==> src/rtl/imem_loader.sv <==
// imem_loader: streams a length-prefixed program image into instruction memory.
//
// Image format: a 4-byte little-endian byte count, then that many bytes of
// program text. Every 4 data bytes are assembled little-endian into one word.
// Each word is written to BASE_ADDR + 4*index.
//
// Ports
//   clk, rst       : clock, synchronous active-high reset
//   start_i        : one-cycle pulse that begins a load (from IDLE, DONE or ERR)
//   byte_i         : incoming byte; moves on byte_valid_i & byte_ready_o
//   byte_valid_i   : upstream byte valid
//   byte_ready_o   : loader can take a byte (LEN and DATA only)
//   wr_en_o        : one-cycle instruction-memory word write strobe
//   wr_addr_o      : word-aligned absolute byte address of the write
//   wr_data_o      : assembled instruction word
//   busy_o         : a load is in progress
//   done_o         : last load completed; CPU released
//   error_o        : last load rejected on a bad length
//   cpu_rst_o      : holds the CPU in reset until a load completes
//   words_o        : number of words written by the current load
module imem_loader #(
    parameter logic [31:0] BASE_ADDR = 32'hBFC00000,
    parameter int          MEM_SIZE  = 4096
) (
    input  logic        clk,
    input  logic        rst,
    input  logic        start_i,
    input  logic [7:0]  byte_i,
    input  logic        byte_valid_i,
    output logic        byte_ready_o,
    output logic        wr_en_o,
    output logic [31:0] wr_addr_o,
    output logic [31:0] wr_data_o,
    output logic        busy_o,
    output logic        done_o,
    output logic        error_o,
    output logic        cpu_rst_o,
    output logic [10:0] words_o
);

    typedef enum logic [2:0] {IDLE, LEN, CHECK, DATA, WRITE, DONE, ERR} state_t;

    state_t      state;
    logic [1:0]  byte_cnt;
    logic [31:0] len;

    logic        hs;
    logic [10:0] words_nxt;
    logic        last_word;
    logic        len_bad;

    assign hs        = byte_valid_i && byte_ready_o;
    assign words_nxt = words_o + 11'd1;
    // The word written in WRITE is the last one when its end offset hits len.
    assign last_word = ({19'd0, words_nxt, 2'b00} == len);
    assign len_bad   = (len == 32'd0) || (len[1:0] != 2'b00) || (len > 32'(MEM_SIZE));

    always_ff @(posedge clk) begin
        if (rst) begin
            state        <= IDLE;
            byte_cnt     <= 2'd0;
            len          <= 32'd0;
            byte_ready_o <= 1'b0;
            wr_en_o      <= 1'b0;
            wr_addr_o    <= BASE_ADDR;
            wr_data_o    <= 32'd0;
            busy_o       <= 1'b0;
            done_o       <= 1'b0;
            error_o      <= 1'b0;
            cpu_rst_o    <= 1'b1;
            words_o      <= 11'd0;
        end else begin
            case (state)
                IDLE, DONE, ERR: begin
                    if (start_i) begin
                        state        <= LEN;
                        byte_cnt     <= 2'd0;
                        byte_ready_o <= 1'b1;
                        busy_o       <= 1'b1;
                        done_o       <= 1'b0;
                        error_o      <= 1'b0;
                        cpu_rst_o    <= 1'b1;
                        words_o      <= 11'd0;
                    end
                end
                LEN: begin
                    if (hs) begin
                        // Shift in from the top so the first byte ends in [7:0].
                        len      <= {byte_i, len[31:8]};
                        byte_cnt <= byte_cnt + 2'd1;
                        if (byte_cnt == 2'd3) begin
                            state        <= CHECK;
                            byte_ready_o <= 1'b0;
                        end
                    end
                end
                CHECK: begin
                    byte_cnt <= 2'd0;
                    if (len_bad) begin
                        state   <= ERR;
                        busy_o  <= 1'b0;
                        error_o <= 1'b1;
                    end else begin
                        state        <= DATA;
                        byte_ready_o <= 1'b1;
                    end
                end
                DATA: begin
                    if (hs) begin
                        wr_data_o <= {byte_i, wr_data_o[31:8]};
                        byte_cnt  <= byte_cnt + 2'd1;
                        if (byte_cnt == 2'd3) begin
                            state        <= WRITE;
                            byte_ready_o <= 1'b0;
                            wr_en_o      <= 1'b1;
                            wr_addr_o    <= BASE_ADDR + {19'd0, words_o, 2'b00};
                        end
                    end
                end
                WRITE: begin
                    wr_en_o <= 1'b0;
                    words_o <= words_nxt;
                    if (last_word) begin
                        state     <= DONE;
                        busy_o    <= 1'b0;
                        done_o    <= 1'b1;
                        cpu_rst_o <= 1'b0;
                    end else begin
                        state        <= DATA;
                        byte_ready_o <= 1'b1;
                    end
                end
                default: state <= IDLE;
            endcase
        end
    end

endmodule

==> config.mk <==
export PLATFORM = sky130hd
export DESIGN_NAME = imem_loader
export DESIGN_NICKNAME = d
export VERILOG_FILES = /design/src/rtl/imem_loader.sv
export SDC_FILE = /design/constraint.sdc
export NUM_CORES = 1
export LEC_CHECK = 0
export ABC_AREA = 1
export BUFFER_PORTS_ARGS = -buffer_cell sky130_fd_sc_hd__buf_2
export CORE_MARGIN = 2
export CORE_UTILIZATION = 28
export CTS_CLUSTER_SIZE = 12
export DETAILED_ROUTE_END_ITERATION = 16
export SLEW_MARGIN = 20
export SYNTH_ARGS = -nofsm -noshare
export SYNTH_HDL_FRONTEND = slang
export SYNTH_SLANG_ARGS = --single-unit
==> constraint.sdc <==
create_clock -name clk -period 3.3 [get_ports clk]
set_input_delay 0.66 -clock clk [delete_from_list [all_inputs] [get_ports clk]]
set_output_delay 0.66 -clock clk [all_outputs]
set_load 0.02 [all_outputs]
; ---- After elaboration in Yosys (flattened, before gate mapping)
; Cells that the tools add are included.
; Widths: inputs -> output; s select.
[op_classes]
reduce_logical = 25
n_mux = 31
n_addsub = 3
n_lt_le_gt_ge = 1
eq_ne = 19
[op_table]
columns = cell, n
row1 = $add 32x13->32 const A, 1
row2 = $eq 13x32->1, 1
row3 = $gt 32x13->1 const B, 1
row4 = $logic_not 32->1, 1
row5 = $pmux 11 s2, 1
row6 = $mux 3, 7
row7 = $ne 2x2->1 const B, 9
row8 = $pmux 3 s5, 1
row9 = $reduce_and 3->1, 5
row10 = $mux 1, 12
row11 = $add 11x1->11 const B, 1
row12 = $mux 11, 1
row13 = $eq 3x3->1 const B, 3
row14 = $pmux 1 s2, 4
row15 = $reduce_bool 2->1, 4
row16 = $eq 3x2->1 const B, 2
row17 = $pmux 2 s3, 1
row18 = $reduce_and 2->1, 3
row19 = $reduce_and 6->1, 1
row20 = $reduce_bool 3->1, 2
row21 = $reduce_and 5->1, 1
row22 = $mux 2, 2
row23 = $ne 2x1->1 const B, 2
row24 = $pmux 1 s4, 1
row25 = other kinds (11), 12
[word_totals]
inputBits = 12
elab_cells = 91
regBits = 118
output_inout_bits = 81

; ---- Depth between registers and ports, before layout
[logic_depth]
ltp_word = 5
depth_mapped = 16
mapped_depth_nobuf = 16

; ---- Worst setup path before layout
; No wires, ideal clock.
[synth_timing]
path_type = flip-flop to flip-flop
start = register words_o[0]
end = register cpu_rst_o
n_path_buf = 0
setup_time_ns = 0.130
required_ns = 3.170
t_arrival_ns = 1.866
synth_period_minus_slack_ns = 1.997
setup_slack_ns = 1.303
stages_incl_launch_ff = 13
cell_sequence = dfxtp_1 ha_1 nand2_2 nor2_4 nand3_2 nand2_2 nand3_2 nand2_1 nand3_2 o21ai_4 inv_2 o21ai_1 nand3_1
[synth_via]
elab_chain_cells = 4
[synth_rtl]
columns = item, line
row1 = start: declaration, 38  ; output logic [10:0] words_o
row2 = start signal: assignment, 122  ; words_o <= words_nxt;
row3 = $add 11x1->11, 53  ; assign words_nxt = words_o + 11'd1;
row4 = $eq 13x32->1, 55  ; assign last_word = ({19'd0, words_nxt, 2'b00} == len);
row5 = $ne 2x2->1 (no source line), --
row6 = $reduce_and 3->1 (no source line), --
row7 = end signal: assignment, 70  ; cpu_rst_o <= 1'b1;
row8 = end signal: assignment, 82  ; cpu_rst_o <= 1'b1;
row9 = end signal: assignment, 127  ; cpu_rst_o <= 1'b0;
row10 = end: declaration, 37  ; output logic cpu_rst_o,
; Every way passes these cells.
; A chain may end at the register's enable or synchronous reset.

; ---- Worst setup path in the final report
[layout_timing]
start = register words_o[1]
end = register cpu_rst_o
; Same word-level chain as after synthesis.

==> results.yml <==
floorplan:
  num_rows: 45
  start_util: 0.2857
  ioPinCount: 93
  die_area_um2: 16520
  die_w_um: 128.5
  die_h_um: 128.5
  core_region_area_um2: 15200
yosys:
  yosysTopAreaCell: "dfxtp_1"
  synth_top_area_frac: 0.4471
  syn_inst: 605
  netlist_top_cells_count: "nor2_1 (111), dfxtp_1 (97), nand2_1 (87)"
  synth_adder_area_share: 0.005762
  synth_compound_area_frac: 0.1714
  synth_top_family_by_area: "simple AND/OR/NAND/NOR gates"
  synth_xor_area_frac: 0
  synth_area_um2: 4343
  muxShareOfSynthArea: 0
  synth_edf_count: 0
  async_flop_share: 0
  yosysMostFrequentCell: "nor2_1"
  yosysWarningCount: 0
  synthFlopType: "dfxtp_1"
  avgSynthCellArea_um2: 7.178
  ys_types: 34
  seq_area_frac_synth: 0.4471
  netlist_top_cells_area: "dfxtp_1 (45%), nor2_1 (9.6%), o21ai_0 (9.1%)"
  synth_simple_gate_area_frac: 0.2674
  ys_ff_latch: 97
finish:
  area_growth_pct: 17.06
  drive_above_1_share: 0.1772
  diodes: 0
  final_util: 0.3344
  layout.nets: 675
timing:
  grt_setup_unrepaired: "no"
  max_freq_ghz: 0.4384
  setup_viol: 0
  setup_slack_ns: 1.019
  worst_slew_pin_slew_ns: 0.9882
  maxSlewViolCount: 0
  post-route-period-util: 0.6913
  fin_setup_tns_ns: 0
  finalClockSkew_ns: 0.01268
  slew_headroom: 0.3405
  fin_crit_ns: 2.281
  hold_violations: 0
clock_tree:
  cts_resized: 0
  clk_pin_slew_ns: 0.08
  htreeDepth: 3
  cts_setup_buffers: 0
  cts_buffer_depth: 2
  clkSinkCount: 97
  cts_root_buf: "clkbuf_16"
  cts_tree: "done"
  clk_latency_ns: 0.37
  cts_hold_buf: 0
  numCtsBuffers: 9
grt:
  grt_pass1_vias: 3410
  grt_usage: 0.1284
  grt_overflow: 0
  antenna_found_initial: 0
  grt_max_degree: 82
  grt_pass1_wl_mm: 16.85
place:
  io_buffer_count: 71
  hpwl_mm: 7.140
  place_congestion: 0.7765
  post-place-ws_ns: 1.039
setup_path:
  critPathMaxStageDelay_ns: 0.52
  worst_ep_arrival_time_ns: 2.50
  crit_buf_inv: 1
  path_cells: "ha_1 -> nand2_2 -> nor2_4 -> nand3_2 -> nand2_2 -> nand3_2 -> nand2_1 -> nand3_2 -> o21ai_4 -> inv_2 -> o21ai_1 -> nand3_1"
  path_delay_family: "simple AND/OR/NAND/NOR gates"
  startpoint_type: "flip-flop"
  cp.required_ns: 3.52
  cp_slowest_cell: "dfxtp_1"
  r2r_setup_slack_ns: 1.02
  crit_type: "reg2reg"
  critPathMaxFanout: 6
  crit_path_end_kind: "flip-flop"
  crit_top_cell: "nand3_2"
detailed_routing:
  wl_per_cell_um: 11.92
  drt-total-wl_mm: 10.18
  drt_pre_antenna_iters: 4
  avgViaCountPerCell: 4.460
  drtIter0Drc: 240
  ant_nets: 0
  via_count: 3809
  drc_errors: 0
run_status:
  status: "completed"
power_and_ir_drop:
  peakVddDrop_v: 0.0003080
  p_per_area_nw_per_um2: 644.1
  leakagePower_nw: 2.226
min_path:
  holdCritPathClass: "reg2reg"
flow_run:
  drv_cap: 0
[cell type report]
cell class              instances  area (µm²)
flip-flops and latches         97        1942
clock buffers                   9       225.2
fillers                      1673       10120
repair buffers                 76       392.9
multi-input cells             427        2009
clock inverters                 7       91.34
inverters                      50       187.7
well taps                     188       235.2
[cells in the final DEF (no fill, tap or decap), types with 2 or more instances in the layout]
cell type / instances
a21oi_1: 53
a31oi_1: 2
buf_2: 71
buf_4: 5
clkbuf_16: 9
clkinv_8: 3
conb_1: 21
dfxtp_1: 97
ha_1: 2
inv_1: 46
inv_2: 3
inv_6: 2
nand2_1: 87
nand2_2: 6
nand3_1: 27
nand3_2: 5
nand3b_1: 4
nand4_1: 7
nor2_1: 111
nor2_2: 2
nor2_4: 4
o21ai_0: 79
o21ai_1: 4
[final timing paths]
check / startpoint / to / cells after the start
setup / recovery: words_o[1] / cpu_rst_o / 12
setup reg to reg: words_o[1] / cpu_rst_o / 12
hold reg to reg: cpu_rst_o / cpu_rst_o / 2
hold / removal: cpu_rst_o / cpu_rst_o / 2
[routing by layer]
metal  routed length, µm  track usage  up-vias
li1                    -            -     2033
met1                4921       0.1639     1686
met2                4582       0.2024       73
met3                 423      0.03119       17
met4                 253      0.06522        0
met5                   0            0        -
[report_power, final]
group | leakage [nW] | total, W | switching (W) | internal, W
Combinational | 1.29 | 0.000835 | 0.000552 | 0.000283
Clock | 0.152 | 0.00109 | 0.000542 | 0.000548
Sequential | 0.784 | 0.00135 | 0.0000765 | 0.00127
Total | 2.23 | 0.00327 | 0.00117 | 0.00210
[tightest hold or removal path: cells and delay by family, from the launching register on]
family,cells,cell delay (ns)
flip-flops,1,0.32
AO/OA/AOI/OAI,1,0.06
AND/OR/NAND/NOR,1,0.05
[cells by family after synthesis]
kind of cell,Yosys count
and+or+nand+nor,261
AOI/OAI and AO/OA,143
buffers and inverters,100
DFF,97
adders and majority gates,2
other,2
[metrics by stage]
step / cell area (µm²) / instances / total power [W] / hold slack (ns)
after floorplan: 4414 / 624 / 0.002033 / 0.4405
after global routing: 5084 / 854 / 0.003473 / 0.4819
after detailed placement: 4767 / 838 / 0.002217 / 0.4506
after global placement: 4767 / 838 / 0.002214 / 0.4534
final: 5084 / 854 / 0.003274 / 0.4612
after CTS: 5084 / 854 / 0.003308 / 0.4675
[registers in the layout (all words and copies together), names as in the netlist, 2 cells and up]
signal     flops
words_o       11
state          3
byte_cnt       2
wr_addr_o     11
len           32
wr_data_o     32
No activity file was read; power rests on OpenSTA's default activity.
